<file path="config.mk">
export PLATFORM = sky130hd
export DESIGN_NAME = vga_scanout
export DESIGN_NICKNAME = d
export VERILOG_FILES = /design/src/rtl/vga_pkg.sv /design/src/rtl/vga_timing.sv /design/src/rtl/vga_scanout.sv
export SDC_FILE = /design/constraint.sdc
export NUM_CORES = 1
export LEC_CHECK = 0
export CAP_MARGIN = 20
export CORE_MARGIN = 2
export CORE_UTILIZATION = 35
export DETAILED_ROUTE_END_ITERATION = 8
export HOLD_SLACK_MARGIN = 0.15
export REMOVE_ABC_BUFFERS = 1
export SYNTH_ARGS = -nofsm -noshare
export SYNTH_HDL_FRONTEND = slang
export SYNTH_SLANG_ARGS = --single-unit
</file>
<file path="constraint.sdc">
create_clock -name clk -period 2.9 [get_ports clk]
set_input_delay 0.435 -clock clk [delete_from_list [all_inputs] [get_ports clk]]
set_output_delay 0.435 -clock clk [all_outputs]
set_load 0.02 [all_outputs]
</file>
<file path="src/rtl/vga_pkg.sv">
// vga_pkg: shared types, default 640x480@60 timing and colour-bar palette
// for the VGA scan-out path.
package vga_pkg;

  // One RGB333 pixel: [8:6]=R, [5:3]=G, [2:0]=B.
  typedef logic [8:0] rgb333_t;

  // One FIFO slot: start-of-frame marker plus pixel.
  typedef struct packed {
    logic    sof;
    rgb333_t data;
  } fifo_entry_t;

  // Default 640x480 raster timing.
  localparam int VGA_H_ACTIVE = 640;
  localparam int VGA_H_FP     = 16;
  localparam int VGA_H_SYNC   = 96;
  localparam int VGA_H_BP     = 48;
  localparam int VGA_V_ACTIVE = 480;
  localparam int VGA_V_FP     = 10;
  localparam int VGA_V_SYNC   = 2;
  localparam int VGA_V_BP     = 33;

  localparam int FIFO_DEPTH = 4;

  // Colour bars, index 0 is the leftmost bar.
  localparam int BAR_COUNT = 8;
  localparam rgb333_t [BAR_COUNT-1:0] BAR_COLORS = {
    9'h000, 9'h007, 9'h1C0, 9'h1C7, 9'h038, 9'h03F, 9'h1F8, 9'h1FF
  };

  // Bar number for a horizontal position; clamps to the last bar when the
  // active width is not a multiple of the bar count.
  function automatic logic [2:0] bar_index(input int unsigned hpos,
                                           input int unsigned bar_w);
    int unsigned idx;
    idx = (bar_w == 0) ? 0 : hpos / bar_w;
    return (idx > 7) ? 3'd7 : idx[2:0];
  endfunction

endpackage

</file>
<file path="src/rtl/vga_timing.sv">
// vga_timing: free-running raster counters with active, first-pixel,
// vertical-blank and sync-window decode. Decodes are combinational from the
// counters; the consumer registers them so everything stays aligned.
module vga_timing
  import vga_pkg::*;
#(
  parameter int H_ACTIVE = VGA_H_ACTIVE,
  parameter int H_FP     = VGA_H_FP,
  parameter int H_SYNC   = VGA_H_SYNC,
  parameter int H_BP     = VGA_H_BP,
  parameter int V_ACTIVE = VGA_V_ACTIVE,
  parameter int V_FP     = VGA_V_FP,
  parameter int V_SYNC   = VGA_V_SYNC,
  parameter int V_BP     = VGA_V_BP,
  localparam int H_TOTAL = H_ACTIVE + H_FP + H_SYNC + H_BP,
  localparam int V_TOTAL = V_ACTIVE + V_FP + V_SYNC + V_BP,
  localparam int HW      = $clog2(H_TOTAL),
  localparam int VW      = $clog2(V_TOTAL)
) (
  input  logic          clk,
  input  logic          reset_n,
  output logic [HW-1:0] hcnt_o,
  output logic [VW-1:0] vcnt_o,
  output logic          active_o,
  output logic          first_o,
  output logic          vblank_o,
  output logic          hsync_o,
  output logic          vsync_o
);

  logic [HW-1:0] hcnt_q, hcnt_d;
  logic [VW-1:0] vcnt_q, vcnt_d;

  // Advance one pixel; line counter steps when the pixel counter wraps.
  always_comb begin
    hcnt_d = hcnt_q + HW'(1);
    vcnt_d = vcnt_q;
    if (hcnt_q == HW'(H_TOTAL - 1)) begin
      hcnt_d = '0;
      vcnt_d = (vcnt_q == VW'(V_TOTAL - 1)) ? '0 : vcnt_q + VW'(1);
    end
  end

  // Raster position register.
  always_ff @(posedge clk or negedge reset_n) begin
    if (!reset_n) begin
      hcnt_q <= '0;
      vcnt_q <= '0;
    end else begin
      hcnt_q <= hcnt_d;
      vcnt_q <= vcnt_d;
    end
  end

  assign hcnt_o   = hcnt_q;
  assign vcnt_o   = vcnt_q;
  assign active_o = (hcnt_q < HW'(H_ACTIVE)) && (vcnt_q < VW'(V_ACTIVE));
  assign first_o  = (hcnt_q == '0) && (vcnt_q == '0);
  assign vblank_o = (vcnt_q >= VW'(V_ACTIVE));
  assign hsync_o  = (hcnt_q >= HW'(H_ACTIVE + H_FP)) &&
                    (hcnt_q <  HW'(H_ACTIVE + H_FP + H_SYNC));
  assign vsync_o  = (vcnt_q >= VW'(V_ACTIVE + V_FP)) &&
                    (vcnt_q <  VW'(V_ACTIVE + V_FP + V_SYNC));

endmodule

</file>
<file path="src/rtl/vga_scanout.sv">
// vga_scanout: pulls RGB333 pixels from a valid/ready stream through a
// 4-entry FIFO and drives blanked video plus hsync/vsync/blank. Pixel (0,0)
// only accepts a start-of-frame pixel; vertical blanking discards stale
// pixels up to the next start-of-frame so the stream resynchronises.
// Optional colour-bar generator: define VGA_SCANOUT_TEST_PATTERN_EN.
module vga_scanout
  import vga_pkg::*;
#(
  parameter int H_ACTIVE = VGA_H_ACTIVE,
  parameter int H_FP     = VGA_H_FP,
  parameter int H_SYNC   = VGA_H_SYNC,
  parameter int H_BP     = VGA_H_BP,
  parameter int V_ACTIVE = VGA_V_ACTIVE,
  parameter int V_FP     = VGA_V_FP,
  parameter int V_SYNC   = VGA_V_SYNC,
  parameter int V_BP     = VGA_V_BP,
  parameter bit HS_POL   = 1'b0,
  parameter bit VS_POL   = 1'b0
) (
  input  logic       clk,
  input  logic       reset_n,
  input  logic [8:0] pix_data,
  input  logic       pix_sof,
  input  logic       pix_valid,
  output logic       pix_ready,
  output logic [8:0] video,
  output logic       hsync,
  output logic       vsync,
  output logic       blank,
  output logic       underflow,
  input  logic       test_en
);

  localparam int H_TOTAL = H_ACTIVE + H_FP + H_SYNC + H_BP;
  localparam int V_TOTAL = V_ACTIVE + V_FP + V_SYNC + V_BP;
  localparam int HW      = $clog2(H_TOTAL);
  localparam int VW      = $clog2(V_TOTAL);

  logic [HW-1:0] hcnt;
  logic [VW-1:0] vcnt;
  logic          active, first, vblank, hsync_win, vsync_win;

  vga_timing #(
    .H_ACTIVE(H_ACTIVE), .H_FP(H_FP), .H_SYNC(H_SYNC), .H_BP(H_BP),
    .V_ACTIVE(V_ACTIVE), .V_FP(V_FP), .V_SYNC(V_SYNC), .V_BP(V_BP)
  ) u_timing (
    .clk      (clk),
    .reset_n  (reset_n),
    .hcnt_o   (hcnt),
    .vcnt_o   (vcnt),
    .active_o (active),
    .first_o  (first),
    .vblank_o (vblank),
    .hsync_o  (hsync_win),
    .vsync_o  (vsync_win)
  );

  // ---------------- pixel FIFO ----------------
  fifo_entry_t fifo_mem_q [FIFO_DEPTH];
  logic [1:0]  wr_ptr_q, rd_ptr_q;
  logic [2:0]  count_q, count_d;
  logic        run_q;
  fifo_entry_t head;
  logic        empty, push, pop, starve;

  assign empty     = (count_q == 3'd0);
  assign head      = fifo_mem_q[rd_ptr_q];
  // run_q holds ready low until the first clock after reset release.
  assign pix_ready = run_q && (count_q != 3'(FIFO_DEPTH));
  assign push      = pix_valid && pix_ready;

  // Pop decision for the current raster position; starve marks a black pixel.
  always_comb begin
    pop    = 1'b0;
    starve = 1'b0;
    if (active) begin
      if (first) begin
        if (!empty && head.sof) pop = 1'b1;
        else                    starve = 1'b1;
      end else begin
        if (!empty && !head.sof) pop = 1'b1;
        else                     starve = 1'b1;
      end
    end else if (vblank) begin
      // Drop leftovers of an abandoned frame until the next frame start.
      pop = !empty && !head.sof;
    end
  end

  // Occupancy follows push/pop; both at once leaves it unchanged.
  always_comb begin
    count_d = count_q;
    case ({push, pop})
      2'b10:   count_d = count_q + 3'd1;
      2'b01:   count_d = count_q - 3'd1;
      default: count_d = count_q;
    endcase
  end

  // FIFO storage write; contents need no reset since occupancy guards reads.
  always_ff @(posedge clk) begin
    if (push) fifo_mem_q[wr_ptr_q] <= '{sof: pix_sof, data: pix_data};
  end

  // FIFO pointers, occupancy and the post-reset ready enable.
  always_ff @(posedge clk or negedge reset_n) begin
    if (!reset_n) begin
      run_q    <= 1'b0;
      wr_ptr_q <= '0;
      rd_ptr_q <= '0;
      count_q  <= '0;
    end else begin
      run_q   <= 1'b1;
      count_q <= count_d;
      if (push) wr_ptr_q <= wr_ptr_q + 2'd1;
      if (pop)  rd_ptr_q <= rd_ptr_q + 2'd1;
    end
  end

  // ---------------- output stage ----------------
  logic [8:0] video_q, video_d;
  logic       hsync_q, hsync_d, vsync_q, vsync_d;
  logic       blank_q, blank_d, underflow_q, underflow_d;
  logic       unused_cfg;

  // Next video/sync/blank/underflow for the current counter position.
  always_comb begin
    video_d     = (active && pop) ? head.data : 9'h000;
    underflow_d = starve;
    blank_d     = !active;
    hsync_d     = hsync_win ? HS_POL : !HS_POL;
    vsync_d     = vsync_win ? VS_POL : !VS_POL;
`ifdef VGA_SCANOUT_TEST_PATTERN_EN
    if (test_en) begin
      underflow_d = 1'b0;
      if (active) video_d = BAR_COLORS[bar_index(32'(hcnt), H_ACTIVE / BAR_COUNT)];
    end
`endif
  end

`ifdef VGA_SCANOUT_TEST_PATTERN_EN
  assign unused_cfg = ^vcnt;
`else
  assign unused_cfg = ^{test_en, hcnt, vcnt};
`endif

  // Registered outputs, one cycle behind the counters.
  always_ff @(posedge clk or negedge reset_n) begin
    if (!reset_n) begin
      video_q     <= 9'h000;
      hsync_q     <= !HS_POL;
      vsync_q     <= !VS_POL;
      blank_q     <= 1'b1;
      underflow_q <= 1'b0;
    end else begin
      video_q     <= video_d;
      hsync_q     <= hsync_d;
      vsync_q     <= vsync_d;
      blank_q     <= blank_d;
      underflow_q <= underflow_d;
    end
  end

  assign video     = video_q;
  assign hsync     = hsync_q;
  assign vsync     = vsync_q;
  assign blank     = blank_q;
  assign underflow = underflow_q;

endmodule

</file>
==> results.toml, run 1 <==
[outcome]
outcome = "finished clean"

[yosys]
yosysUniqueCellTypes = 48
yosys_most_used_dff = "edfxtp_1"
yosysMostFrequentCell = "edfxtp_1"
synth_compound_area_frac = 0.0452
synth_top_family_by_area = "simple AND/OR/NAND/NOR gates"
synth_seq_area_share = 0.635
yosys_register_bits = 81
syn_area_um2 = 3520
async_flop_share = 0.506
yosys.area_share.xor_xnor = 0.0423
synthAdderAreaFrac = 0.0377
syn_inst = 248
synthMuxAreaShare = 0.0673
synth_edf_count = 40
synth_warnings = 0
ys_top_cells_by_area = "edfxtp_1 (34%), dfrtp_1 (27%), mux4_2 (6.4%)"
yosys-top-cells-count = "edfxtp_1 (40), dfrtp_1 (38), inv_1 (13), nand2_1 (13)"
synth_top_area_share = 0.342
synth-simple-area-share = 0.142
yosys.area.top_type = "edfxtp_1"
avgSynthCellArea_um2 = 14.2

[sta]
max_slew_margin = 0.393
period_share = 0.932
clock-skew-final_ns = 0.00847
maxSlewViolCount = 0
hold_viol_final = 0
setup_viol = 0
worstMarginPinSlew_ns = 0.910
fmax_ghz = 0.370
tns_ns = 0
rsz0062_at_grt = "false"
min_period_ns = 2.70

[critical_path]
critPathArrivalTime_ns = 2.96
cp.required_ns = 3.16
cp-start-kind = "flip-flop"
worstReg2RegStart = "u_timing.hcnt_o[0]$_DFF_PN0_"
r2r_setup_slack_ns = 0.20
cp-end-kind = "flip-flop"
setup.worst_path.class = "flip-flop to flip-flop"
r2r_end = "count_q[2]$_DFFE_PN0P_"
cp_max_fo = 5
reg2reg_depth = 12

[drt]
wl_um = 5990
drc = 0
drtIter0Drc = 41
via_per_inst = 4.90
wl_per_cell_um = 14.0
dr.pass1.iters = 4
vias = 2094
ant_nets = 0

[finish]
antenna_cells = 0
drive_gt1_frac = 0.211
final_util = 0.429
fin_nets = 313
area_growth_pct = 19.4

[placed_design]
io_buffers = 26
dpl.hpwl_um = 3980
gp_congestion = 0.747

[global_routing]
grt_max_degree = 42
antenna_found_initial = 0
grt.total_usage = 0.120
gr-total-overflow = 0
grt_pass1_wl_um = 10300
grt_pass1_vias = 2117

[floorplanning]
fp.dieH_um = 104
die-width_um = 104
initial_core_util = 0.360
core-area_um2 = 9770
row_count = 36
die_area_um2 = 10900
ios = 28

[clock_network]
cts_buffers = 9
cts_root_buffer = "clkbuf_8"
clkTransAtPathRegs_ns = 0.08
clock_path_buffers = 2
cts_tree = "done"
clk_latency_ns = 0.34
cts_sinks = 81
hold_buffers = 0
cts_max_level = 3

[power_and_ir_drop]
p_leak_nw = 1.64
max-vdd-ir-drop_mv = 0.257
power_density_nw_per_um2 = 768

[worst_hold_path]
holdCritPathClass = "input port to async pin"

[flow_run]
maxCapViolCount = 0
[cells by family (layout without fill, tap and decap cells)]
logic type      after synthesis  count (layout)
flops                        81              81
simple gates                 81              81
compound gates               25              25
buf+inv                      22              68
xor+xnor                     17              17
mux                          11              11
fa+ha+maj                    10              10
other cells                   1               1
[stage by stage]
step                      total power, mW  setup WS, ns  hold slack, ns  cells  area, um2
final                                3.23         0.198           0.223    427       4200
after global routing                 3.42        0.0235           0.296    427       4200
after CTS                            3.25        0.0420           0.251    425       4160
after detailed placement             2.43        0.0931           0.494    409       3960
after global placement               2.41         0.129           0.483    409       3960
after floorplan                      2.10        0.0343           0.139    239       3460
[layout make-up]
cell class                 count  area, um2
clock buffer                  10        128
clock inverter                 6       66.3
fill                         901       5580
inverter                      13       48.8
multi-input combinational    145       1200
sequential                    81       2230
tap                          133        166
timing repair buffer          39        353
[how the worst max path moves through the flow]
| stage | slack [ns] | startpoint | endpoint | cells after the start |
|---|---|---|---|---|
| 6_report | 0.20 | u_timing.hcnt_o[0]$_DFF_PN0_ | count_q[2]$_DFFE_PN0P_ | 12 |
| 5_1_grt | 0.02 | u_timing.hcnt_o[0]$_DFF_PN0_ | count_q[2]$_DFFE_PN0P_ | 12 |
| 4_1_cts | 0.04 | u_timing.hcnt_o[0]$_DFF_PN0_ | count_q[2]$_DFFE_PN0P_ | 12 |
| 3_5_place_dp | 0.09 | u_timing.hcnt_o[0]$_DFF_PN0_ | count_q[2]$_DFFE_PN0P_ | 12 |
| 3_3_place_gp | 0.13 | u_timing.vcnt_o[7]$_DFFE_PN0N_ | count_q[2]$_DFFE_PN0P_ | 10 |
| 2_1_floorplan | 0.03 | rd_ptr_q[0]$_DFFE_PN0P_ | count_q[2]$_DFFE_PN0P_ | 9 |
[cells in the final DEF, fill, tap and decap left out, drive strengths merged, types with 2 or more instances in the layout]
cell type      instances
xnor2                  9
dfrtp                 38
inv                   15
nand4b                 2
nand4                  6
ha                     9
o21ai                 12
and3                   6
nand3                  6
nand2                 13
or4b                   2
or3                    2
o31ai                  2
clkbuf                10
nor3                   6
nor2b                 10
dfstp                  3
edfxtp                40
nor2                  11
buf                   14
xor2                   8
clkinv                 3
or4                    6
clkdlybuf4s50         25
nor4                   4
mux4                  10
a31oi                  3
[routing by layer]
metal	global-route usage	vias up	routed length, um
met5	0	-	0
met1	0.152	1054	2720
met4	0.0502	0	80
li1	-	1003	-
met3	0.0301	6	205
met2	0.197	31	2980
[state kept, by name, summed over array words and instances (netlist names)]
name and cells:
fifo_mem_q 40, u_timing.hcnt_o 10, u_timing.vcnt_o 10, video 9, count_q 3, rd_ptr_q 2, wr_ptr_q 2, blank 1
hsync 1, run_q 1, underflow 1, vsync 1
[worst max-delay path: stages (launching register included)]
cell      delay [ns]
dfrtp_1         0.42
inv_1           0.07
ha_1            0.16
or4b_4          0.48
nor3_4          0.18
nand4b_1        0.13
a31oi_2         0.19
ha_2            0.21
inv_1           0.05
fa_2            0.33
xor2_1          0.14
nor2_1          0.11
xor2_1          0.15
[timing repair]
| action | in CTS | in global routing |
|---|---|---|
| resized for setup | 0 | 6 |
| endpoints found under the setup margin | 0 | 1 |
| buffers inserted | 0 | 2 |
[where the power goes]
group	internal, mW	total, mW	switching (mW)
registers	1.38	1.44	0.0610
clock network	0.403	0.808	0.405
logic	0.498	0.978	0.480
No activity file was read; power rests on OpenSTA's default activity.
==> inputs of run 2 (changes only) <==
Settings changed: CORE_ASPECT_RATIO set to 0.5, SYNTH_HIERARCHICAL set to 1.
==> run 2 against run 1 <==
Net effect:
- utilization rose by 3.3 points
- final cell count increased by 2.6%
- sequential power is essentially flat
- synthesized cell count down 1.6%
- clock power grew 42%
- clock-buffer cell count down 1
- final area up 6.1%
- register-to-register slack lost 0.05 ns
- non-clock buffer count up 10
- power grew 12%
- area after synthesis grew 0.46%
- wire length up 5.9%
- largest power group unchanged
==> results.toml, run 2 <==
[yosys]
synth_seq_area_share = 0.632
syn_area_um2 = 3530
yosys.area.top_type = "edfxtp_1"
synth_warnings = 6
synth_edf_count = 40
yosys_register_bits = 81
yosys_most_used_dff = "edfxtp_1"
yosysUniqueCellTypes = 46
ys_top_cells_by_area = "edfxtp_1 (34%), dfrtp_1 (27%), mux4_1 (3.7%)"
syn_inst = 244
synth_top_area_share = 0.340
async_flop_share = 0.506
yosys-top-cells-count = "edfxtp_1 (40), dfrtp_1 (38), inv_1 (15)"
yosysMostFrequentCell = "edfxtp_1"
avgSynthCellArea_um2 = 14.5

[power_and_ir_drop]
total_power_mw = 3.60
combPwrFrac = 0.277
power_density_nw_per_um2 = 809
power_frac_seq = 0.405
p_leak_nw = 1.79
max-vdd-ir-drop_mv = 0.280
swShare = 0.290
internal-power_mw = 2.56
switchingPower_mw = 1.05
clkPwrFrac = 0.319

[sta]
fmax_ghz = 0.363
rsz0062_at_grt = "true"
tns_ns = 0
period_share = 0.950
hold_viol_final = 0
worstMarginPinSlew_ns = 0.937
min_period_ns = 2.75
timing.final.ws_setup_ns = 0.146
max_slew_margin = 0.375
clock-skew-final_ns = 0.00410
setup_viol = 0
maxSlewViolCount = 0

[drt]
drtIter0Drc = 110
dr.pass1.iters = 4
vias = 2112
wl_per_cell_um = 14.5
wl_um = 6340
drc = 0
ant_nets = 0
via_per_inst = 4.82

[placed_design]
dpl.hpwl_um = 4220
dp.cells = 419
pre_cts_ws_ns = -0.0667
gp_congestion = 0.823
io_buffers = 26

[finish]
regMostFlops = "fifo_mem_q"
area_growth_pct = 26.1
final_common_cell = "edfxtp_1"
final_util = 0.462
fin_nets = 322
post_layout_nonfiller_instances = 438
antenna_cells = 0
drive_gt1_frac = 0.221
largest_reg_flops = 40
most-common-layout-cells = "edfxtp_1 (40), dfrtp_1 (38), clkdlybuf4s50_1 (25)"
n_fill_cell = 887

[clock_network]
clock_path_buffers = 2
cts_tree = "done"
cts_buffers = 9
clk_latency_ns = 0.33
cts_max_level = 3
hold_buffers = 0
cts_root_buffer = "clkbuf_16"
clkTransAtPathRegs_ns = 0.06
cts_sinks = 81

[floorplanning]
die-width_um = 146
die_area_um2 = 11000
initial_core_util = 0.367
core-area_um2 = 9630
fp.dieH_um = 75.0
row_count = 25
ios = 28

[global_routing]
grt_pass1_wl_um = 10700
grt_pass1_vias = 2228
antenna_found_initial = 0
grt.total_usage = 0.129
grt_max_degree = 42
gr-total-overflow = 0

[critical_path]
cp_max_fo = 2
setup.worst_path.class = "flip-flop to flip-flop"
critPathArrivalTime_ns = 3.01
cp.required_ns = 3.16
cp-end-kind = "flip-flop"
cp-start-kind = "flip-flop"

[worst_hold_path]
holdCritPathClass = "input port to async pin"

[outcome]
outcome = "finished clean"

[flow_run]
maxCapViolCount = 0
-- run 2: changes by cell type after synthesis, sizes merged, moves of 3 or more --
| cell | delta |
|---|---|
| nand3 | +4 |
| nand2b | +3 |
| o21ai | -6 |
| a21oi | +5 |
| nand2 | -6 |
| or4 | -5 |
-- run 2: metrics by stage --
step / cell area [um2] / hold WS, ns
global placement: 4070 / 0.484
detailed placement: 4070 / 0.499
floorplan: 3500 / 0.139
global route: 4450 / 0.322
finish: 4450 / 0.243
CTS: 4400 / 0.281
-- run 2: worst max-delay path: stages (launching register included) --
cell	delay, ns
dfrtp_1	0.39
inv_2	0.09
ha_4	0.12
nor4b_4	0.17
buf_4	0.14
nand4_1	0.10
nor4_2	0.18
buf_4	0.19
xnor2_4	0.12
a21oi_2	0.07
nor2_1	0.10
ha_2	0.19
inv_2	0.04
fa_2	0.33
xor2_1	0.14
nor2_1	0.13
xor2_1	0.16
-- run 2: repair_timing --
item | in CTS | in global routing
pin swaps | 0 | 4
resized for setup | 2 | 10
setup buffers | 1 | 2
endpoints found under the setup margin | 1 | 2
-- run 2: per-layer routing --
layer | global-route usage | up-vias | part of all wire | wire length, um
met5 | 0 | - | 0 | 0
met2 | 0.229 | 44 | 0.49 | 3100
met1 | 0.148 | 1043 | 0.45 | 2870
met4 | 0.0475 | 0 | 0.012 | 78
li1 | - | 1017 | - | -
met3 | 0.0479 | 8 | 0.045 | 287
-- run 2: worst paths after layout --
kind,from,to,slack [ns],cells past startpoint
min,reset_n,video[0]$_DFF_PN0_,0.24,1
max in group asynchronous,reset_n,video[2]$_DFF_PN0_,2.07,1
max reg2reg,u_timing/vcnt_o[0]$_DFFE_PN0N_,count_q[2]$_DFFE_PN0P_,0.15,16
max,u_timing/vcnt_o[0]$_DFFE_PN0N_,count_q[2]$_DFFE_PN0P_,0.15,16
min in group clk,u_timing/hcnt_o[0]$_DFF_PN0_,u_timing/hcnt_o[0]$_DFF_PN0_,0.50,1
min reg2reg,u_timing/hcnt_o[0]$_DFF_PN0_,u_timing/hcnt_o[0]$_DFF_PN0_,0.50,1
-- run 2: cell families (layout without fill, tap and decap cells) --
logic type | count (synthesis) | count (layout) | synth area share
compound gates | 25 | 25 | 0.0457
other cells | 1 | 1 | 0.00106
simple gates | 76 | 76 | 0.132
mux | 14 | 14 | 0.0815
fa+ha+maj | 10 | 10 | 0.0375
buf+inv | 21 | 80 | 0.0251
flops | 81 | 81 | 0.632
xor+xnor | 16 | 16 | 0.0450
-- run 2: layout make-up --
| cell class | instances | area, um2 | area share |
|---|---|---|---|
| clock buffer | 9 | 225 | 0.0506 |
| clock inverter | 7 | 83.8 | 0.0188 |
| inverter | 15 | 56.3 | 0.0126 |
| multi-input combinational | 142 | 1260 | 0.283 |
| sequential | 81 | 2230 | 0.501 |
| tap | 135 | 169 | 0.0379 |
| timing repair buffer | 49 | 428 | 0.0961 |
-- run 2: power groups by stage --
stage	clock [mW]	sequential, mW	combinational, mW
final	1.15	1.46	0.996
after global routing	1.23	1.48	1.10
after CTS	1.18	1.46	0.997
after detailed placement	0	1.48	0.993
after global placement	0	1.47	0.961
after floorplan	0	1.58	0.534
==> inputs of run 3 (changes only) <==
Settings changed: CORE_MARGIN 2 to 10.
==> run 3 against run 2 <==
Net effect:
- utilization decreased by 0.44 points
- clock-buffer cell count grew 1
- clock skew rose by 0.0014 ns
- die area is 35% higher
==> results.toml, run 3 (synthesis results as in run 2) <==
[power_and_ir_drop]
max-vdd-ir-drop_mv = 0.279
total_power_mw = 3.51
p_leak_nw = 1.76
power_density_nw_per_um2 = 796

[sta]
period_share = 0.918
fmax_ghz = 0.376
setup_viol = 0
hold_viol_final = 0
timing.final.ws_setup_ns = 0.237
worstMarginPinSlew_ns = 0.925
min_period_ns = 2.66
maxSlewViolCount = 0
clock-skew-final_ns = 0.00549
tns_ns = 0
max_slew_margin = 0.383

[clock_network]
clock_path_buffers = 2
clkTransAtPathRegs_ns = 0.06
cts_sinks = 81
cts_root_buffer = "clkbuf_16"
clk_latency_ns = 0.33
hold_buffers = 0
cts_buffers = 9
cts_tree = "done"
cts_max_level = 3

[finish]
drive_gt1_frac = 0.209
final_common_cell = "edfxtp_1"
largest_reg_flops = 40
most-common-layout-cells = "edfxtp_1 (40), dfrtp_1 (38), clkdlybuf4s50_1 (25)"
fin_nets = 320
area_growth_pct = 24.9
final_util = 0.458
final_area_um2 = 4410
antenna_cells = 0
regMostFlops = "fifo_mem_q"

[placed_design]
dpl.hpwl_um = 4370
pre_cts_ws_ns = -0.0926
post_dp_cell_area_um2 = 4050
io_buffers = 26
gp_congestion = 0.734

[floorplanning]
core-area_um2 = 9630
die-width_um = 162
row_count = 25
ios = 28
initial_core_util = 0.367
die_area_um2 = 14800
fp.dieH_um = 91.0

[critical_path]
cpPeakStageDelay_ns = 0.39
cp-start-kind = "flip-flop"
cp-end-kind = "flip-flop"
cp_max_fo = 2
critical_path_buf_inv_count = 3
cp.required_ns = 3.16
path_cells = "inv_2 > ha_4 > nor4b_4 > nand4_1 > nor4_2 > buf_4 > xnor2_4 > a21oi_2 > nor2_1 > ha_2 > inv_1 > fa_2 > xor2_1 > nor2_1 > xor2_1"
reg2reg_depth = 15
critPathArrivalTime_ns = 2.92
cp_slowest_cell = "dfrtp_1"
setup.worst_path.class = "flip-flop to flip-flop"
path_depth = 15
crit_family = "simple AND/OR/NAND/NOR gates"

[drt]
ant_nets = 0
dr.pass1.iters = 4
vias = 2134
wl_um = 6600
via_per_inst = 4.89
drc = 0
wl_per_cell_um = 15.1
drtIter0Drc = 81

[global_routing]
antenna_found_initial = 0
grt_pass1_wl_um = 11300
gr-total-overflow = 0
grt_pass1_vias = 2184
grt_max_degree = 42
grt.total_usage = 0.0962

[outcome]
outcome = "finished clean"

[worst_hold_path]
holdCritPathClass = "input port to async pin"

[flow_run]
maxCapViolCount = 0
==> run 3: what timing repair did <==
item | CTS | global route
setup endpoints to repair | 1 | 1
pin swaps | 0 | 6
buffers inserted | 0 | 4
gates resized for setup | 2 | 9
==> run 3: metrics by stage <==
| stage | cells | hold slack [ns] |
|---|---|---|
| global route | 436 | 0.328 |
| CTS | 432 | 0.279 |
| floorplan | 238 | 0.139 |
| global placement | 416 | 0.480 |
| detailed placement | 416 | 0.487 |
| finish | 436 | 0.236 |
==> run 3: layout make-up <==
type,instances,area (um2)
clock buffer,10,229
clock inverter,6,52.6
fill,879,5220
inverter,15,56.3
multi-input combinational,142,1260
sequential,81,2230
tap,135,169
timing repair buffer,47,413
==> run 3: worst paths after layout <==
check,start,endpoint,slack (ns)
setup / recovery,u_timing/vcnt_o[0]$_DFFE_PN0N_,count_q[2]$_DFFE_PN0P_,0.24
hold / removal,reset_n,u_timing/vcnt_o[8]$_DFFE_PN0N_,0.24
setup reg to reg,u_timing/vcnt_o[0]$_DFFE_PN0N_,count_q[2]$_DFFE_PN0P_,0.24
hold reg to reg,u_timing/hcnt_o[0]$_DFF_PN0_,u_timing/hcnt_o[0]$_DFF_PN0_,0.51
max in group asynchronous,reset_n,u_timing/hcnt_o[2]$_DFF_PN0_,2.08
min in group clk,u_timing/hcnt_o[0]$_DFF_PN0_,u_timing/hcnt_o[0]$_DFF_PN0_,0.51
==> run 3: metal layers <==
metal | share of wire | up-vias | global-route usage
li1 | - | 1016 | -
met1 | 0.44 | 1064 | 0.113
met2 | 0.50 | 49 | 0.156
met3 | 0.047 | 5 | 0.0365
met4 | 0.012 | 0 | 0.0392
met5 | 0 | - | 0
==> run 3: worst register-to-register path: cells and delay by family (launching register included) <==
family / cells / cell delay, ns
compound gates: 1 / 0.07
xor+xnor: 3 / 0.41
fa+ha+maj: 3 / 0.64
buf+inv: 3 / 0.32
flops: 1 / 0.39
simple gates: 5 / 0.77
==> run 3: power breakdown <==
part	internal, mW	total (mW)	leakage, nW	switching [mW]
clock	0.592	1.06	0.131	0.469
sequential	1.39	1.45	0.881	0.0667
combinational	0.493	0.997	0.752	0.504
total	2.47	3.51	1.76	1.04
